--- config.mk ---
export PLATFORM = sky130hd
export DESIGN_NAME = ifetch_queue
export DESIGN_NICKNAME = d
export VERILOG_FILES = /design/src/rtl/ifetch_queue.sv
export SDC_FILE = /design/constraint.sdc
export NUM_CORES = 1
export LEC_CHECK = 0
export CAP_MARGIN = 15
export CORE_ASPECT_RATIO = 0.75
export CORE_MARGIN = 2
export CORE_UTILIZATION = 55
export DETAILED_ROUTE_END_ITERATION = 10
export DONT_BUFFER_PORTS = 1
export PLACE_DENSITY = 0.7
export SYNTH_ARGS = -nofsm -noshare
export SYNTH_HDL_FRONTEND = slang
export SYNTH_SLANG_ARGS = --single-unit
--- constraint.sdc ---
create_clock -name clk -period 5.6 [get_ports clk]
set_input_delay 1.4 -clock clk [delete_from_list [all_inputs] [get_ports clk]]
set_output_delay 1.4 -clock clk [all_outputs]
set_load 0.02 [all_outputs]
--- src/rtl/ifetch_queue.sv ---
// rtl/ifetch_queue.sv - instruction fetch queue between the PC stage and decode
//
// Issues the current fetch address over a req/gnt memory channel, tracks
// accepted-but-unanswered requests, collects in-order responses into an
// instruction FIFO and hands instruction + address to decode (valid/ready).
// A redirect (flush) empties the FIFO and marks every outstanding request for
// discard, so stale responses drain without reaching decode.
//
// Optional feature: define IFETCH_QUEUE_BYPASS_EN to forward a response
// straight to decode in the same cycle when the FIFO is empty.
//
// Ports:
//   clk          system clock, rising edge
//   reset        asynchronous active-low reset
//   pc           fetch address from the PC stage
//   flush        redirect; kills queued and in-flight fetches
//   pc_stall     pc was not accepted this cycle, PC stage must hold
//   imem_req     fetch request valid
//   imem_addr    fetch address (equals pc)
//   imem_gnt     memory accepts the request this cycle
//   imem_rvalid  in-order response valid
//   imem_rdata   instruction word of the response
//   inst_valid   instruction available to decode
//   inst         instruction word at FIFO head
//   inst_pc      address of inst
//   inst_ready   decode consumes the head this cycle

module ifetch_queue #(
    parameter int DEPTH   = 4,
    parameter int MAX_OUT = 2
) (
    input  logic        clk,
    input  logic        reset,
    input  logic [31:0] pc,
    input  logic        flush,
    output logic        pc_stall,
    output logic        imem_req,
    output logic [31:0] imem_addr,
    input  logic        imem_gnt,
    input  logic        imem_rvalid,
    input  logic [31:0] imem_rdata,
    output logic        inst_valid,
    output logic [31:0] inst,
    output logic [31:0] inst_pc,
    input  logic        inst_ready
);

    localparam int OW = $clog2(MAX_OUT + 1);
    localparam int CW = $clog2(DEPTH + 1);
    localparam int PW = $clog2(DEPTH);
    localparam int AW = (MAX_OUT > 1) ? $clog2(MAX_OUT) : 1;

    localparam logic [OW-1:0] ONE_O = OW'(1);
    localparam logic [CW-1:0] ONE_C = CW'(1);
    localparam logic [PW-1:0] ONE_P = PW'(1);

    logic [OW-1:0] out_cnt;
    logic [OW-1:0] discard_cnt;
    logic [CW-1:0] fifo_cnt;
    logic [PW-1:0] rd_ptr;
    logic [PW-1:0] wr_ptr;
    logic [31:0]   fifo_data [DEPTH];
    logic [31:0]   fifo_addr [DEPTH];

    // Address queue: remembers the pc of every accepted request so that the
    // in-order response can be tagged with its address.
    logic [AW-1:0] aq_rd;
    logic [AW-1:0] aq_wr;
    logic [31:0]   aq_mem [MAX_OUT];

    logic          accept;
    logic          resp;
    logic          keep;
    logic          fifo_push;
    logic          fifo_pop;
    logic          fifo_empty;
    logic [31:0]   resp_addr;
    logic [31:0]   reserved;

    function automatic logic [AW-1:0] aq_next(input logic [AW-1:0] p);
        return (32'(p) == 32'(MAX_OUT - 1)) ? '0 : p + AW'(1);
    endfunction

    // Slots already spoken for: entries in the FIFO plus responses still to
    // come that will land there (outstanding minus those marked for discard).
    // Issuing only while this is below DEPTH means the FIFO can never overflow.
    assign reserved   = 32'(fifo_cnt) + 32'(out_cnt) - 32'(discard_cnt);

    assign imem_req   = reset & ~flush & (32'(out_cnt) < 32'(MAX_OUT)) &
                        (reserved < 32'(DEPTH));
    assign imem_addr  = pc;
    assign accept     = imem_req & imem_gnt;
    assign pc_stall   = ~accept;

    // A response with nothing outstanding is a protocol violation: ignore it.
    assign resp       = imem_rvalid & (out_cnt != '0);
    // A response arriving in the flush cycle belongs to the old path.
    assign keep       = resp & (discard_cnt == '0) & ~flush;
    assign resp_addr  = aq_mem[aq_rd];
    assign fifo_empty = (fifo_cnt == '0);

`ifdef IFETCH_QUEUE_BYPASS_EN
    logic bypass;
    assign bypass = keep & fifo_empty;

    always_comb begin
        inst_valid = (~fifo_empty & ~flush) | bypass;
        inst       = fifo_data[rd_ptr];
        inst_pc    = fifo_addr[rd_ptr];
        if (bypass) begin
            inst    = imem_rdata;
            inst_pc = resp_addr;
        end
    end

    // Bypass only happens with an empty FIFO, so it never overlaps a pop.
    assign fifo_pop  = ~fifo_empty & ~flush & inst_ready;
    assign fifo_push = keep & ~(bypass & inst_ready);
`else
    always_comb begin
        inst_valid = ~fifo_empty & ~flush;
        inst       = fifo_data[rd_ptr];
        inst_pc    = fifo_addr[rd_ptr];
    end

    assign fifo_pop  = inst_valid & inst_ready;
    assign fifo_push = keep;
`endif

    // Outstanding-request and discard bookkeeping
    always_ff @(posedge clk or negedge reset) begin
        if (!reset) begin
            out_cnt     <= '0;
            discard_cnt <= '0;
            aq_rd       <= '0;
            aq_wr       <= '0;
        end else begin
            case ({accept, resp})
                2'b10:   out_cnt <= out_cnt + ONE_O;
                2'b01:   out_cnt <= out_cnt - ONE_O;
                default: out_cnt <= out_cnt;
            endcase

            // No request is issued during flush, so everything still
            // outstanding afterwards is old-path and must be dropped.
            if (flush) begin
                discard_cnt <= out_cnt - OW'(resp);
            end else if (resp && (discard_cnt != '0)) begin
                discard_cnt <= discard_cnt - ONE_O;
            end

            // The address queue is not cleared on flush: discarded responses
            // still have to pop their entries in order.
            if (accept) begin
                aq_wr <= aq_next(aq_wr);
            end
            if (resp) begin
                aq_rd <= aq_next(aq_rd);
            end
        end
    end

    always_ff @(posedge clk) begin
        if (accept) begin
            aq_mem[aq_wr] <= pc;
        end
    end

    // Instruction FIFO control
    always_ff @(posedge clk or negedge reset) begin
        if (!reset) begin
            fifo_cnt <= '0;
            rd_ptr   <= '0;
            wr_ptr   <= '0;
        end else if (flush) begin
            fifo_cnt <= '0;
            rd_ptr   <= wr_ptr;
        end else begin
            if (fifo_push) begin
                wr_ptr <= wr_ptr + ONE_P;
            end
            if (fifo_pop) begin
                rd_ptr <= rd_ptr + ONE_P;
            end
            case ({fifo_push, fifo_pop})
                2'b10:   fifo_cnt <= fifo_cnt + ONE_C;
                2'b01:   fifo_cnt <= fifo_cnt - ONE_C;
                default: fifo_cnt <= fifo_cnt;
            endcase
        end
    end

    always_ff @(posedge clk) begin
        if (fifo_push) begin
            fifo_data[wr_ptr] <= imem_rdata;
            fifo_addr[wr_ptr] <= resp_addr;
        end
    end

endmodule

# Word level (Yosys, flattened, before mapping)
# Memories as Yosys holds them, arrays and structs flattened.
# Cells that the tools add are included.
# classes
order_cmp	2
bitwise_logic	12
reduce_logical	10
muxes	13
eq_ne	4
addsub	12
# ops
op	n
32-bit by 3-bit less-than comparator with 1-bit output (second input constant)	1
2-bit nonzero test	5
1-bit AND	9
2-bit 2-to-1 mux	4
2-bit by 1-bit adder with 2-bit output (second input constant)	3
1-bit 2-to-1 mux	6
3-bit case mux with 2 select lines	1
4-bit by 2-bit subtractor with 5-bit output	1
3-bit by 2-bit adder with 4-bit output	1
2-bit by 1-bit equality test with 1-bit output (second input constant)	2
2-bit equality test (second input constant)	2
2-bit case mux with 2 select lines	1
2-bit by 1-bit subtractor with 2-bit output (second input constant)	2
3-bit by 1-bit adder with 3-bit output (second input constant)	1
3-bit zero test	1
3-bit 2-to-1 mux	1
1-bit NOT	3
3-bit nonzero test	1
3-bit by 1-bit subtractor with 3-bit output (second input constant)	1
1-bit adder (second input constant)	2
2-bit zero test	1
2-bit less-than comparator (second input constant)	1
2-bit AND reduction	1
2-bit by 1-bit subtractor with 2-bit output	1
1-bit logical AND	1
# totals
ram_bits	320
wordCells	63
memories	3
regBits	13
out_inout_bits	99
inputBits	70
# memory_table
memory	words	width	read_ports	rd_clocked_by_memory_dff	write_ports	line_no	text
fifo_addr	4	32	1	0	1	63	logic [31:0] fifo_addr [DEPTH];
fifo_data	4	32	1	0	1	62	logic [31:0] fifo_data [DEPTH];
aq_mem	2	32	1	0	1	69	logic [31:0] aq_mem [MAX_OUT];

# Logic depth before layout (Yosys ltp)
# depth
depth_word	7
ltp_mapped	12
mapped_depth_nobuf	12

# Worst setup path before layout
# No wires, ideal clock.
# synth_timing
path_type	reg-to-reg
start	reg out_cnt[1]
end	mem aq_mem[0][0] (enable)
setup_ps	425
path_stages_with_launch	9
arrival_time_ps	3627
required_time_ps	5175
slack_ps	1548
path_cell_list	dfrtp_1 inv_1 fa_1 inv_1 ha_1 and3b_1 or4_4 a21oi_2 nor2b_1
# synth_between
elab_chain_cells	7
word_cells_on_any_way	9
# synth_rtl
element	line_no	text
start, declared	57	logic [OW-1:0] out_cnt;
start signal, assigned	139	2'b10: out_cnt <= out_cnt + ONE_O;
start signal, assigned	140	2'b01: out_cnt <= out_cnt - ONE_O;
start signal, assigned	141	default: out_cnt <= out_cnt;
3-bit by 2-bit adder with 4-bit output	87	assign reserved = 32'(fifo_cnt) + 32'(out_cnt) - 32'(discard_cnt);
4-bit by 2-bit subtractor with 5-bit output	87	
32-bit by 3-bit less-than comparator with 1-bit output	90	(reserved < 32'(DEPTH));
1-bit AND (*)	89	assign imem_req = reset & ~flush & (32'(out_cnt) < 32'(MAX_OUT)) &
1-bit AND (*)	92	assign accept = imem_req & imem_gnt;
1-bit 2-to-1 mux (*)	164	if (accept) begin
1-bit 2-to-1 mux (implied by the code) (*)	165	aq_mem[aq_wr] <= pc;
end, declared	69	
# Every way passes the cells marked *; elsewhere a longest branch is shown, timed or not.

# Final worst setup path
# layout_timing
start	reg out_cnt[1]
end	out pc_stall
# layout_between
elab_chain_cells	6
word_cells_on_any_way	8
# layout_rtl
element	line_no	text
3-bit by 2-bit adder with 4-bit output	87	
4-bit by 2-bit subtractor with 5-bit output	87	
32-bit by 3-bit less-than comparator with 1-bit output	90	
1-bit AND (*)	89	
1-bit AND (*)	92	
1-bit NOT (*)	93	assign pc_stall = ~accept;
end, declared	36	output logic pc_stall,
# Marks and branches as above.

==> impl_metrics.yaml <==
route:
  wl_mm: 21.32
  dr_wl_met3_mm: 1.873
  drc: 0
  dr_total_vias: 5119
  vias_per_cell: 5.884
  top_layer: "met4"
  m1WireLength_mm: 8.488
  firstDrtPassIters: 4
  avgRoutedWirePerCell_um: 24.51
  dr_wl_met2_mm: 10.53
  drt.antenna.violating_nets: 0
  first_iter_violations: 389
power:
  vdd_drop_max_mv: 0.3913
  p_leak_uw: 0.004337
  total_power_uw: 6495
  p_per_area_mw_per_mm2: 474.4
setup_path:
  rr_worst_depth: 8
  end_kind: "primary output"
  path_class: "register to primary output"
  max_stage_delay_ns: 0.54
  crit_fanout: 5
  worstPathRequired_ns: 4.20
  reg2reg_slack_ns: 1.92
  path_cells: "inv_1 > fa_1 > inv_1 > ha_1 > and3b_1 > or4_4 > a21oi_2 > inv_1"
  cp_common_cell: "inv_1"
  start_kind: "register"
  cp.arrival_ns: 3.04
  crit_slowest_cell: "fa_1"
timing:
  tightest_slew_ns: 1.134
  max_freq_ghz: 0.2253
  finClkSkew_ns: 0.01460
  setup-tns-final_ns: 0
  period_share: 0.7924
  hold-worst-slack_ns: 0.5394
  maxSlewHeadroom: 0.2426
  rsz0062_at_grt: "no"
  period_needed_ns: 4.438
  slew_viol_final: 0
  hold_viol_final: 0
  setup_violations: 0
floorplan:
  die_w_um: 179.5
  start_util: 0.5568
  coreArea_mm2: 0.02282
  rows: 48
  die_height_um: 135.6
  ios: 169
  die-area_mm2: 0.02435
grt:
  antenna_found_initial: 0
  grt_pass1_vias: 5445
  grt_max_degree: 67
  overflow: 0
  grt_pass1_wl_mm: 31.91
  grt_util_all_layers: 0.1746
clock_network:
  post_cts_resized: 0
  cts_hold_buffers: 0
  clock-sinks: 333
  cts_tree: "yes"
  clockBufferDepth: 3
  cts_setup_buffers: 0
  cts-root-buf: "clkbuf_16"
  h-tree-depth: 1
  clkTransAtPathRegs_ns: 0.06
  cts-buffers-inserted: 30
  clk_latency_ns: 0.55
synthesis:
  ys_ff_latch: 333
  yosysUniqueCellTypes: 35
  synthMuxAreaShare: 0.1460
  syn_nets: 651
  syn_area_mm2: 0.01271
  synth-edff-count: 320
  synthAdderAreaFrac: 0.01398
  synthSimpleGateAreaFrac: 0.01428
  synthCells: 568
  synth-xor-area-share: 0.006203
  synth_top_family_by_area: "multiplexers"
  syn_avg_cell_area_um2: 22.37
  ys_seq_area_frac: 0.7818
  ys.flop_type: "edfxtp_1"
  synth_warnings: 0
  synth_compound_area_frac: 0.006794
  synth_async_sr_flop_share: 0.03904
job:
  maxCapViolations: 0
placed_design:
  dpl.cell_count: 817
  dpl.hpwl_mm: 11.61
  portBuffers: 0
  gp_congestion: 0.7660
cells_and_area:
  final_common_cell: "edfxtp_1"
  final_cell_mix: "edfxtp_1, mux4_2, mux2_2"
  nFillCells: 1595
  fin_nets: 632
  seqCellArea_mm2: 0.009943
  fin_cells: 870
  multiInputGateArea_mm2: 0.002399
  syn2layout_area_growth_pct: 7.739
  diodes: 0
  drive_gt1_frac: 0.2754
run_status:
  outcome: "complete, no violations"
min_path:
  worstHoldPathType: "input port to asynchronous set/reset pin"
## cell usage after synthesis, types with 2 or more instances
master    number  area [um^2]
nand2b_1       2        12.51
clkbuf_1      11        41.29
mux2_2        35        394.1
o211ai_1       2        15.01
o21ai_0        5        25.02
ha_1          11        137.6
nor2b_1        2        12.51
edfxtp_1     320         9609
nand2_1        4        15.01
buf_2          8        40.04
xnor2_1        6        52.55
xor2_1         3        26.28
and2_1         5        31.28
mux4_2        64         1441
fa_1           2        40.04
nor2_1         9        33.78
dfrtp_1       13        325.3
buf_4         34        255.2
mux2i_1        2        20.02
inv_1         15        56.30
## stage by stage
step	util	setup WS [ns]	instance area, um^2
after floorplan	-	1.548	12710
after global placement	0.5604	1.799	12790
after detailed placement	0.5604	1.724	12790
after CTS	0.5999	1.134	13690
after global routing	0.5999	1.050	13690
final	0.5999	1.162	13690
## cells by family (layout without fill, tap and decap cells)
logic type | Yosys count | in the layout
multiplexers | 101 | 101
XOR/XNOR | 9 | 9
AND/OR/NAND/NOR | 31 | 31
AO/OA/AOI/OAI | 13 | 13
buffers and inverters | 68 | 70
flip-flops | 333 | 333
adder cells (fa/ha/maj) | 13 | 13
## worst paths after layout
| kind | startpoint | end |
|---|---|---|
| worst min register to register | aq_wr$_DFFE_PN0P_ | aq_wr$_DFFE_PN0P_ |
| min in group clk | aq_wr$_DFFE_PN0P_ | aq_wr$_DFFE_PN0P_ |
| worst min-delay path | reset | fifo_cnt[2]$_DFFE_PN0P_ |
| worst max-delay path | out_cnt[1]$_DFFE_PN0P_ | pc_stall |
| worst max register to register | out_cnt[1]$_DFFE_PN0P_ | aq_mem[0][13]$_DFFE_PP_ |
| max in group asynchronous | reset | rd_ptr[1]$_DFFE_PN0P_ |
## where the power goes
group	internal [uW]	leakage (uW)	switching [uW]	total, uW
sequential	2960	0.00304	298	3260
clock	1050	0.000446	829	1870
combinational	604	0.000854	755	1360
total	4610	0.00434	1880	6500
## final cells by class
| class | count | share of cell area |
|---|---|---|
| Clock buffer | 34 | 0.05749 |
| Clock inverter | 19 | 0.008408 |
| Inverter | 15 | 0.004113 |
| Multi-Input combinational cell | 167 | 0.1752 |
| Sequential cell | 333 | 0.7263 |
| Tap cell | 300 | 0.02742 |
| Timing Repair Buffer | 2 | 0.001097 |
## registers in the layout, indices dropped and copies added, names as in the netlist
| register | flops |
|---|---|
| fifo_cnt | 3 |
| aq_wr | 1 |
| aq_rd | 1 |
| out_cnt | 2 |
| wr_ptr | 2 |
| discard_cnt | 2 |
| fifo_data | 128 |
| aq_mem | 64 |
| rd_ptr | 2 |
| fifo_addr | 128 |
## routing by layer
layer / GRT usage / up-vias
li1: - / 2224
met2: 0.2952 / 159
met4: 0.04291 / 0
met3: 0.06398 / 29
met1: 0.2174 / 2707
met5: 0 / -
## worst max-delay path: cells and delay by family (launching register included)
family | cells | cell delay [ns]
AOI/OAI and AO/OA | 1 | 0.24
adders and majority gates | 2 | 0.82
buffers and inverters | 3 | 0.35
DFF | 1 | 0.43
and+or+nand+nor | 2 | 0.66
No activity file was read; power rests on OpenSTA's default activity.
